### config.mk
export PLATFORM = sky130hd
export DESIGN_NAME = rgb_wrd2sout
export DESIGN_NICKNAME = d
export VERILOG_FILES = /design/src/rtl/rgb_pkg.sv /design/src/rtl/rgb_sout_bitgen.sv /design/src/rtl/rgb_wrd2sout.sv
export SDC_FILE = /design/constraint.sdc
export NUM_CORES = 1
export LEC_CHECK = 0
export CAP_MARGIN = 10
export CELL_PAD_IN_SITES_DETAIL_PLACEMENT = 1
export CELL_PAD_IN_SITES_GLOBAL_PLACEMENT = 2
export CORE_MARGIN = 2
export CORE_UTILIZATION = 26
export CTS_BUF_LIST = sky130_fd_sc_hd__clkbuf_8 sky130_fd_sc_hd__clkbuf_16
export DETAILED_ROUTE_END_ITERATION = 8
export GPL_ROUTABILITY_DRIVEN = 0
export HOLD_SLACK_MARGIN = 0.12
export PLACE_DENSITY = 0.67
export SLEW_MARGIN = 20
export SYNTH_ARGS = -nofsm -noshare
export SYNTH_HDL_FRONTEND = slang
export SYNTH_HIERARCHICAL = 1
export SYNTH_SLANG_ARGS = --single-unit
### constraint.sdc
create_clock -name clk -period 3.14 [get_ports clk]
set_input_delay 0.471 -clock clk [delete_from_list [all_inputs] [get_ports clk]]
set_output_delay 0.471 -clock clk [all_outputs]
set_load 0.05 [all_outputs]
### src/rtl/rgb_pkg.sv
// Shared definitions for the WS2812b transmit path: word bit positions,
// default 96 MHz timing constants and the transmitter state encoding.
package rgb_pkg;

    // Word layout produced by the serial-bit-to-word capture stage
    localparam int BNUM_VALID        = 31;
    localparam int BNUM_STREAM_RESET = 30;
    localparam int BNUM_FIRST_DATA   = 23;
    localparam int BNUM_LAST_DATA    = 0;

    // Default WS2812b timing in 96 MHz clock cycles
    localparam int DEF_T0H_CLKS    = 38;    // 0.4 us
    localparam int DEF_T1H_CLKS    = 77;    // 0.8 us
    localparam int DEF_TBIT_CLKS   = 120;   // 1.25 us
    localparam int DEF_TRESET_CLKS = 4800;  // 50 us
    localparam int DEF_GAP_CLKS    = 480;   // 5 us
    localparam int DEF_CNT_W       = 13;

    // Transmitter state encoding
    typedef enum logic [1:0] {
        ST_IDLE = 2'd0,
        ST_HIGH = 2'd1,
        ST_LOW  = 2'd2,
        ST_RST  = 2'd3
    } state_t;

endpackage

### src/rtl/rgb_sout_bitgen.sv
// Single-bit WS2812b waveform generator. A start strobe latches one data
// bit and emits its HIGH then LOW phase; done is high on the last LOW clk
// so the caller can chain the next bit with no gap.
module rgb_sout_bitgen
    import rgb_pkg::*;
#(
    parameter int T0H_CLKS  = DEF_T0H_CLKS,
    parameter int T1H_CLKS  = DEF_T1H_CLKS,
    parameter int TBIT_CLKS = DEF_TBIT_CLKS,
    parameter int CNT_W     = DEF_CNT_W
) (
    input  logic   clk,
    input  logic   rst_n,
    input  logic   start,
    input  logic   bit_val,
    output logic   sdata,
    output state_t phase,
    output logic   done
);

    localparam logic [CNT_W-1:0] T0H_LD = CNT_W'(T0H_CLKS - 1);
    localparam logic [CNT_W-1:0] T1H_LD = CNT_W'(T1H_CLKS - 1);
    localparam logic [CNT_W-1:0] T0L_LD = CNT_W'(TBIT_CLKS - T0H_CLKS - 1);
    localparam logic [CNT_W-1:0] T1L_LD = CNT_W'(TBIT_CLKS - T1H_CLKS - 1);
    localparam logic [CNT_W-1:0] ZERO   = CNT_W'(0);
    localparam logic [CNT_W-1:0] ONE    = CNT_W'(1);

    state_t           phase_r;
    logic [CNT_W-1:0] timer_r;
    logic             bit_r;
    logic             sdata_r;

    // Phase sequencer: HIGH for the bit's high time, LOW for the remainder
    always_ff @(posedge clk) begin
        if (!rst_n) begin
            phase_r <= ST_IDLE;
            timer_r <= ZERO;
            bit_r   <= 1'b0;
            sdata_r <= 1'b0;
        end else begin
            case (phase_r)
                ST_HIGH: begin
                    if (timer_r == ZERO) begin
                        phase_r <= ST_LOW;
                        sdata_r <= 1'b0;
                        timer_r <= bit_r ? T1L_LD : T0L_LD;
                    end else begin
                        timer_r <= timer_r - ONE;
                    end
                end
                ST_LOW: begin
                    if (timer_r == ZERO) begin
                        if (start) begin
                            phase_r <= ST_HIGH;
                            sdata_r <= 1'b1;
                            bit_r   <= bit_val;
                            timer_r <= bit_val ? T1H_LD : T0H_LD;
                        end else begin
                            phase_r <= ST_IDLE;
                        end
                    end else begin
                        timer_r <= timer_r - ONE;
                    end
                end
                ST_IDLE: begin
                    if (start) begin
                        phase_r <= ST_HIGH;
                        sdata_r <= 1'b1;
                        bit_r   <= bit_val;
                        timer_r <= bit_val ? T1H_LD : T0H_LD;
                    end else begin
                        sdata_r <= 1'b0;
                    end
                end
                default: begin
                    phase_r <= ST_IDLE;
                    sdata_r <= 1'b0;
                    timer_r <= ZERO;
                end
            endcase
        end
    end

    assign sdata = sdata_r;
    assign phase = phase_r;
    assign done  = (phase_r == ST_LOW) && (timer_r == ZERO);

endmodule

### src/rtl/rgb_wrd2sout.sv
// WS2812b transmitter: pops Status/G/R/B words from a first-word-fall-through
// FIFO and drives the single-wire serial output. Owns FIFO pops, the data
// shift register and the stream-reset (RST) low period; the per-bit waveform
// comes from rgb_sout_bitgen.
// Optional build macro RGB_WRD2SOUT_GAP_RESET_EN: after a data word, if the
// FIFO stays empty for GAP_CLKS clks in IDLE, flag out_underflow (sticky) and
// emit a stream reset automatically.
module rgb_wrd2sout
    import rgb_pkg::*;
#(
    parameter int T0H_CLKS    = DEF_T0H_CLKS,
    parameter int T1H_CLKS    = DEF_T1H_CLKS,
    parameter int TBIT_CLKS   = DEF_TBIT_CLKS,
    parameter int TRESET_CLKS = DEF_TRESET_CLKS,
    parameter int CNT_W       = DEF_CNT_W
`ifdef RGB_WRD2SOUT_GAP_RESET_EN
    ,
    parameter int GAP_CLKS    = DEF_GAP_CLKS
`endif
) (
    input  logic        clk,
    input  logic        rst_n,
    input  logic [31:0] in_word,
    input  logic        in_rd_fifo_empty,
    output logic        out_rd_fifo_strobe,
    output logic        out_sdata,
    output logic        out_busy,
    output logic        out_underflow
);

    localparam logic [CNT_W-1:0] TRESET_LD = CNT_W'(TRESET_CLKS - 1);
    localparam logic [CNT_W-1:0] ZERO      = CNT_W'(0);
    localparam logic [CNT_W-1:0] ONE       = CNT_W'(1);

    // Remaining data bits after the one in flight; bit 23 goes straight to the bitgen
    logic [BNUM_FIRST_DATA-1:0] data_r;
    logic [4:0]                 idx_r;
    logic                       rst_act_r;
    logic [CNT_W-1:0]           rtimer_r;
    logic                       pop_q_r;

    state_t state_s;
    state_t bg_phase_s;
    logic   bg_done_s;
    logic   bg_sdata_s;
    logic   idle_s;
    logic   last_s;
    logic   pop_s;
    logic   is_data_word_s;
    logic   start_s;
    logic   bit_s;
    logic   unused_s;

`ifdef RGB_WRD2SOUT_GAP_RESET_EN
    localparam logic [CNT_W-1:0] GAP_LD = CNT_W'(GAP_CLKS - 1);
    logic [CNT_W-1:0] gap_cnt_r;
    logic             gap_armed_r;
    logic             underflow_r;
`endif

    // Status bits 29..24 carry nothing for the transmitter
    assign unused_s = ^in_word[29:24];

    // Pop and bit-dispatch decisions for the current clk
    always_comb begin
        state_s        = rst_act_r ? ST_RST : bg_phase_s;
        idle_s         = (state_s == ST_IDLE);
        last_s         = bg_done_s && (idx_r == 5'd0);
        is_data_word_s = in_word[BNUM_VALID] && !in_word[BNUM_STREAM_RESET];
        // pop_q_r keeps a discarded word from being followed by a back-to-back pop
        if (rst_n && !in_rd_fifo_empty && !pop_q_r && (idle_s || last_s)) begin
            pop_s = 1'b1;
        end else begin
            pop_s = 1'b0;
        end
        if (pop_s && is_data_word_s) begin
            start_s = 1'b1;
            bit_s   = in_word[BNUM_FIRST_DATA];
        end else if (bg_done_s && (idx_r != 5'd0)) begin
            start_s = 1'b1;
            bit_s   = data_r[BNUM_FIRST_DATA-1];
        end else begin
            start_s = 1'b0;
            bit_s   = 1'b0;
        end
    end

    // Word capture, bit index, stream-reset timer and optional gap watchdog
    always_ff @(posedge clk) begin
        if (!rst_n) begin
            data_r    <= '0;
            idx_r     <= 5'd23;
            rst_act_r <= 1'b0;
            rtimer_r  <= ZERO;
            pop_q_r   <= 1'b0;
`ifdef RGB_WRD2SOUT_GAP_RESET_EN
            gap_cnt_r   <= ZERO;
            gap_armed_r <= 1'b0;
            underflow_r <= 1'b0;
`endif
        end else begin
            pop_q_r <= pop_s;
            if (pop_s) begin
                if (in_word[BNUM_STREAM_RESET]) begin
                    rst_act_r <= 1'b1;
                    rtimer_r  <= TRESET_LD;
                end else if (in_word[BNUM_VALID]) begin
                    data_r <= in_word[BNUM_FIRST_DATA-1:BNUM_LAST_DATA];
                    idx_r  <= 5'd23;
                end else begin
                    idx_r <= idx_r;
                end
            end else if (rst_act_r) begin
                if (rtimer_r == ZERO) begin
                    rst_act_r <= 1'b0;
                end else begin
                    rtimer_r <= rtimer_r - ONE;
                end
            end else if (bg_done_s && (idx_r != 5'd0)) begin
                idx_r  <= idx_r - 5'd1;
                data_r <= {data_r[BNUM_FIRST_DATA-2:0], 1'b0};
            end else begin
                idx_r <= idx_r;
            end
`ifdef RGB_WRD2SOUT_GAP_RESET_EN
            if (pop_s) begin
                gap_cnt_r <= ZERO;
                if (in_word[BNUM_STREAM_RESET]) begin
                    gap_armed_r <= 1'b0;
                end else if (in_word[BNUM_VALID]) begin
                    gap_armed_r <= 1'b1;
                end else begin
                    gap_armed_r <= gap_armed_r;
                end
            end else if (idle_s && in_rd_fifo_empty && gap_armed_r) begin
                if (gap_cnt_r == GAP_LD) begin
                    underflow_r <= 1'b1;
                    rst_act_r   <= 1'b1;
                    rtimer_r    <= TRESET_LD;
                    gap_armed_r <= 1'b0;
                    gap_cnt_r   <= ZERO;
                end else begin
                    gap_cnt_r <= gap_cnt_r + ONE;
                end
            end else begin
                gap_cnt_r <= ZERO;
            end
`endif
        end
    end

    rgb_sout_bitgen #(
        .T0H_CLKS  (T0H_CLKS),
        .T1H_CLKS  (T1H_CLKS),
        .TBIT_CLKS (TBIT_CLKS),
        .CNT_W     (CNT_W)
    ) u_bitgen (
        .clk     (clk),
        .rst_n   (rst_n),
        .start   (start_s),
        .bit_val (bit_s),
        .sdata   (bg_sdata_s),
        .phase   (bg_phase_s),
        .done    (bg_done_s)
    );

    assign out_rd_fifo_strobe = pop_s;
    assign out_sdata          = bg_sdata_s;
    assign out_busy           = (state_s != ST_IDLE);
`ifdef RGB_WRD2SOUT_GAP_RESET_EN
    assign out_underflow      = underflow_r;
`else
    assign out_underflow      = 1'b0;
`endif

endmodule
# Word-level counts from Yosys, hierarchy flattened
# Cells that the tools add are included.
[word_totals]
reg_bits = 60
inputBits = 35
wordCells = 93
[op_classes]
n_addsub = 3
eq_ne = 11
mux = 43
n_reduce_logical = 27
[op_table]
columns = ["op", "n"]
rows = [
  ["$mux W23", 5],
  ["$mux W13", 7],
  ["$pmux W13 S3", 1],
  ["$logic_not A13 Y1", 2],
  ["$sub A13 B1 Y13 const B", 2],
  ["$mux W5", 5],
  ["$mux W1", 16],
  ["$mux W7", 2],
  ["$ne A2 B2 Y1 const B", 7],
  ["$reduce_and A3 Y1", 3],
  ["$logic_and A1 B1 Y1", 8],
  ["$mux W2", 4],
  ["$reduce_bool A2 Y1", 4],
  ["$pmux W2 S3", 1],
  ["$logic_not A5 Y1", 1],
  ["$reduce_bool A5 Y1", 1],
  ["$sub A5 B1 Y5 const B", 1],
  ["$logic_not A2 Y1", 2],
  ["$ne A2 B1 Y1 const B", 2],
  ["$reduce_and A4 Y1", 1],
  ["$logic_not A1 Y1", 3],
  ["$pmux W1 S3", 1],
  ["$eq A2 B1 Y1 const B", 1],
  ["$eq A2 B2 Y1 const B", 1],
  ["3 further kinds", 3],
]

# Depth between registers and ports, before layout
[depth]
depth_word = 12
depth_mapped = 15
mapped_depth_nobuf = 14

# Modules after synthesis
# Netlist, hierarchy kept.
[modules_own_cells]
columns = ["module", "instances", "cells_per_inst", "area_per_inst_um2", "seq_area_each_um2"]
rows = [
  ["rgb_wrd2sout", 1, 265, 2331.0, 860.8],
  ["rgb_sout_bitgen", 1, 137, 1101.1, 340.3],
]

# Worst setup path after synthesis
# No wires, ideal clock.
[synth_timing]
path_type = "register to register"
start = "register u_bitgen.timer_r[0]"
end = "register u_bitgen.timer_r[3]"
setup_ps = 61
arrival_time_ps = 3398
required_time_ps = 3079
path_slack_ps = -319
stages_incl_launch_ff = 15
n_path_buf = 2
period_less_slack_ps = 3459
path_cell_list = "dfxtp_1 inv_1 ha_1 or4b_4 nor4_4 and2_1 nand4bb_1 o22a_1 buf_6 nor2_1 a21o_1 buf_1 a21oi_1 o311ai_0 o221a_1"
[synth_rtl]
columns = ["item", "line", "rtl"]
rows = [
  ["start: declaration", "rgb_sout_bitgen.sv:29", "logic [CNT_W-1:0] timer_r;"],
  ["start signal: assignment", "rgb_sout_bitgen.sv:46", "timer_r <= bit_r ? T1L_LD : T0L_LD;"],
  ["start signal: assignment", "rgb_sout_bitgen.sv:48", "timer_r <= timer_r - ONE;"],
  ["start signal: assignment", "rgb_sout_bitgen.sv:57", "timer_r <= bit_val ? T1H_LD : T0H_LD;"],
  ["$logic_not A13 Y1 *", "rgb_sout_bitgen.sv:86", "assign done = (phase_r == ST_LOW) && (timer_r == ZERO);"],
  ["$logic_and A1 B1 Y1 *", "rgb_sout_bitgen.sv:86", ""],
  ["via bg_done_s", "rgb_wrd2sout.sv:44", "logic bg_done_s;"],
  ["$logic_and A1 B1 Y1", "rgb_wrd2sout.sv:68", "last_s = bg_done_s && (idx_r == 5'd0);"],
  ["$logic_or A1 B1 Y1", "rgb_wrd2sout.sv:71", "if (rst_n && !in_rd_fifo_empty && !pop_q_r && (idle_s || last_s)) begin"],
  ["$logic_and A1 B1 Y1", "rgb_wrd2sout.sv:71", ""],
  ["$mux W1", "rgb_wrd2sout.sv:71", ""],
  ["$logic_and A1 B1 Y1", "rgb_wrd2sout.sv:76", "if (pop_s && is_data_word_s) begin"],
  ["$mux W1 *", "rgb_wrd2sout.sv:76", ""],
  ["via start_s", "rgb_wrd2sout.sv:50", "logic start_s;"],
  ["$mux W13 *", "rgb_sout_bitgen.sv:53, rgb_sout_bitgen.sv:66", ""],
  ["$mux W13", "rgb_sout_bitgen.sv:52", "if (timer_r == ZERO) begin"],
  ["$pmux W13 S3 *", "rgb_sout_bitgen.sv:41", "case (phase_r)"],
]
# Mark *: on every way through the listed nets, which the timed path passes. The rest lies on a longest branch.
# A chain may end at the register's enable or synchronous reset.

# Worst setup path in the final report
[layout_timing]
start = "register u_bitgen.timer_r[0]"
end = "output port out_rd_fifo_strobe"
[layout_via]
elab_chain_len = 6
[layout_rtl]
columns = ["item", "line", "rtl"]
rows = [
  ["$logic_not A13 Y1", "rgb_sout_bitgen.sv:86", ""],
  ["$logic_and A1 B1 Y1", "rgb_sout_bitgen.sv:86", ""],
  ["via bg_done_s", "rgb_wrd2sout.sv:44", ""],
  ["$logic_and A1 B1 Y1", "rgb_wrd2sout.sv:68", ""],
  ["$logic_or A1 B1 Y1", "rgb_wrd2sout.sv:71", ""],
  ["$logic_and A1 B1 Y1", "rgb_wrd2sout.sv:71", ""],
  ["$mux W1", "rgb_wrd2sout.sv:71", ""],
  ["end: declaration", "rgb_wrd2sout.sv:25", "output logic out_rd_fifo_strobe,"],
]
# The timed path passes the listed nets, and every way through them passes these cells.

==> results.cfg <==
[setup_path]
path_buf_inv = 4
reg2reg_from = u_bitgen/timer_r[0]$_SDFF_PN0_
worstPathRequired_ns = 2.67
end_kind = primary output
cp_top_family = simple AND/OR/NAND/NOR gates
r2r_cells = 15
crit_chain = inv_2 -> ha_4 -> or4b_4 -> nor4_4 -> and2_4 -> nand4bb_1 -> o22a_2 -> buf_12 -> inv_16 -> buf_12
worstPathArrival_ns = 2.53
slowest_delay_ns = 0.50
cp_max_fo = 17
r2r_slack_ns = 0.16
cp-start-kind = flip-flop
cp-endpoint = out_rd_fifo_strobe
cp_common_cell = buf_12
slowest_stage = or4b_4
crit_type = flip-flop to primary output
crit_start = u_bitgen/timer_r[0]$_SDFF_PN0_
r2r_end = u_bitgen/timer_r[3]$_SDFF_PN0_
cp_num_cells = 10

[final_layout]
stdcell_count = 633
multi_input_area_sq_um = 2050
utilization_pct = 35.7
fin_area_sq_um = 4560
nets = 496
final_layout_size_suffix_gt1_share_pct = 23.4
syn_to_final_growth_pct = 33.0
n_antenna_cell = 0
seqCellArea_sq_um = 1210
fillers = 1495

[yosys]
yosys_warnings = 6
async_flop_share_pct = 0
yosysMostFrequentCell = dfxtp_1
yosysSeqAreaShare_pct = 35.0
synth_top_cell_by_area = dfxtp_1
synth_top_area_share_pct = 35.0
synth_area_sq_um = 3430
synth_edf_count = 0
avgSynthCellArea_sq_um = 8.54
syn-num-nets = 441
synth-seq-cells = 60
yosys-top-cells-area = dfxtp_1 35%, nor3_1 7.1%, nor4_2 6.6%
synthFlopType = dfxtp_1
synth_top_cells_by_count = 60 x dfxtp_1, 49 x nor3_1, 42 x nor2_1
syn_inst = 402
yosysUniqueCellTypes = 72

[sta]
fmax_mhz = 334
rsz0062_at_grt = true
fin_crit_sh_pct = 95.5
maxSlewHeadroom_pct = 51.4
final_max_slew_viol_count = 0
final.min_clock_period_ns = 3.00
tightest_slew_ns = 0.727
tns_ns = 0
setup_violations = 0
hold_violations = 0
skew_ns = 0.00721

[die]
io_pins = 39
coreArea_sq_um = 12800
rows = 41
start_util_pct = 26.9
fp.dieH_um = 119
dieArea_sq_um = 14100
die-width_um = 119

[power_and_ir_drop]
vdd.ir_drop.worst_mv = 0.357
p_comb_share_pct = 49.2
switching_share_pct = 39.6
p_leak_uw = 0.00174
pwr-share-clk_pct = 26.3
pwr_density_cell_nw_per_um2 = 911
power.internal_uw = 2510
seqPwrFrac_pct = 24.6
p_switching_uw = 1650

[route]
drcViolationCount = 0
wl_um = 10400
via_per_inst = 5.15
dr_total_vias = 3263
drt_pre_antenna_iters = 4
drtIter0Drc = 164
ant_nets = 0
wl_per_cell_um = 16.4

[status]
status = finished clean

[global_routing]
overflow = 0
grt_pass1_vias = 3431
grt_util_all_layers_pct = 15.4
grt_pass1_wl_um = 17400
grt_max_degree = 25
antenna_found_initial = 0

[clock_tree]
clock_path_buffers = 2
cts_tree = done
cts-root-buf = clkbuf_16
cts_max_level = 3
cts_made_buffers = 9
clk_latency_ns = 0.33
path_clk_slew_ns = 0.05
cts_sinks = 60

[placed_design]
dpl_cell_area_sq_um = 4010
port_buffers = 31
hpwlAfterDp_um = 6980
dp.cells = 606

[job]
maxCapViolCount = 0

[min_path]
worstHoldPathType = flip-flop to flip-flop
[layout make-up]
class / count / area share (%)
clock buffers: 11 / 5.54
inverters: 16 / 1.67
flip-flops and latches: 60 / 26.4
repair buffers: 71 / 15.2
well taps: 172 / 4.71
clock inverters: 4 / 1.59
multi-input cells: 299 / 44.8
[how the worst min path moves through the flow]
stage / startpoint / end / slack [ns] / depth (start not counted)
final: u_bitgen/timer_r[12]$_SDFF_PN0_ / u_bitgen/timer_r[12]$_SDFF_PN0_ / 0.46 / 2
after global routing: u_bitgen/timer_r[12]$_SDFF_PN0_ / u_bitgen/timer_r[12]$_SDFF_PN0_ / 0.50 / 2
after CTS: u_bitgen/timer_r[12]$_SDFF_PN0_ / u_bitgen/timer_r[12]$_SDFF_PN0_ / 0.46 / 2
after detailed placement: u_bitgen/timer_r[12]$_SDFF_PN0_ / u_bitgen/timer_r[12]$_SDFF_PN0_ / 0.44 / 2
after global placement: u_bitgen/timer_r[12]$_SDFF_PN0_ / u_bitgen/timer_r[12]$_SDFF_PN0_ / 0.44 / 2
after floorplan: u_bitgen/timer_r[12]$_SDFF_PN0_ / u_bitgen/timer_r[12]$_SDFF_PN0_ / 0.42 / 2
[registers in the layout, summed over array words and instances, names as in the netlist]
register          flops
rtimer_r             13
u_bitgen/timer_r     13
u_bitgen/sdata        1
pop_q_r               1
idx_r                 5
u_bitgen/phase        2
data_r               23
u_bitgen/bit_r        1
rst_act_r             1
[cell families after synthesis]
kind of cell    after synthesis  share of synthesized area (%)
mux                           2                          0.583
simple gates                207                           36.0
buf+inv                      43                           7.33
xor+xnor                      8                           2.04
fa+ha+maj                     4                           1.46
compound gates               77                           17.5
other cells                   1                          0.109
flops                        60                           35.0
[worst min-delay path, stage by stage, from the launching register on]
cell      delay, ns
dfxtp_1        0.32
nand2_1        0.06
a211oi_1       0.04
[cell usage in the layout (no fill, tap or decap), drive strengths merged, types with 3 or more instances in the layout]
cell,synthesis,layout
nor3,50,50
nor2b,4,4
or3,10,10
clkbuf,13,12
clkdlybuf4s50,0,30
o41ai,3,3
o211a,3,3
or4b,3,3
ha,4,4
a21oi,17,17
dfxtp,60,60
nand2b,4,4
o21ai,14,14
a211oi,4,4
a211o,4,4
xnor2,7,7
a221oi,3,3
buf,14,39
o211ai,4,4
a311oi,3,3
nand2,22,22
nor2,43,43
nor4,33,33
nand3,15,15
or2,4,4
or4,5,5
inv,16,16
[per-stage QoR]
step / hold WS, ns / total power, uW / setup WS [ns]
floorplan: 0.424 / 2280 / 0.0225
global placement: 0.444 / 2890 / 0.0810
detailed placement: 0.444 / 2930 / 0.0321
CTS: 0.459 / 4120 / 0.00252
global route: 0.499 / 4450 / -0.0404
finish: 0.458 / 4160 / 0.142
[what timing repair did]
| action | CTS | global route |
|---|---|---|
| cloned | 1 | 1 |
| pin swaps | 3 | 10 |
| resized for setup | 14 | 15 |
| hold buffers | 0 | 0 |
| setup buffers | 6 | 4 |
| hold endpoints to repair | 0 | 0 |
| setup endpoints to repair | 1 | 39 |
[power groups by stage]
stage               sequential (uW)  clock (uW)  combinational (uW)
floorplan                      1010           0                1270
detailed placement             1030           0                1900
global route                   1040        1150                2250
finish                         1020        1090                2050
global placement               1030           0                1870
CTS                            1020        1130                1970
[layer usage]
metal	vias to the layer above	global-route usage, %	part of all wire, %
li1	1607	-	-
met1	1601	20.2	50
met2	47	24.6	45
met3	8	3.88	3.5
met4	0	5.36	1.3
met5	-	0	0
No activity file was read; power rests on OpenSTA's default activity.
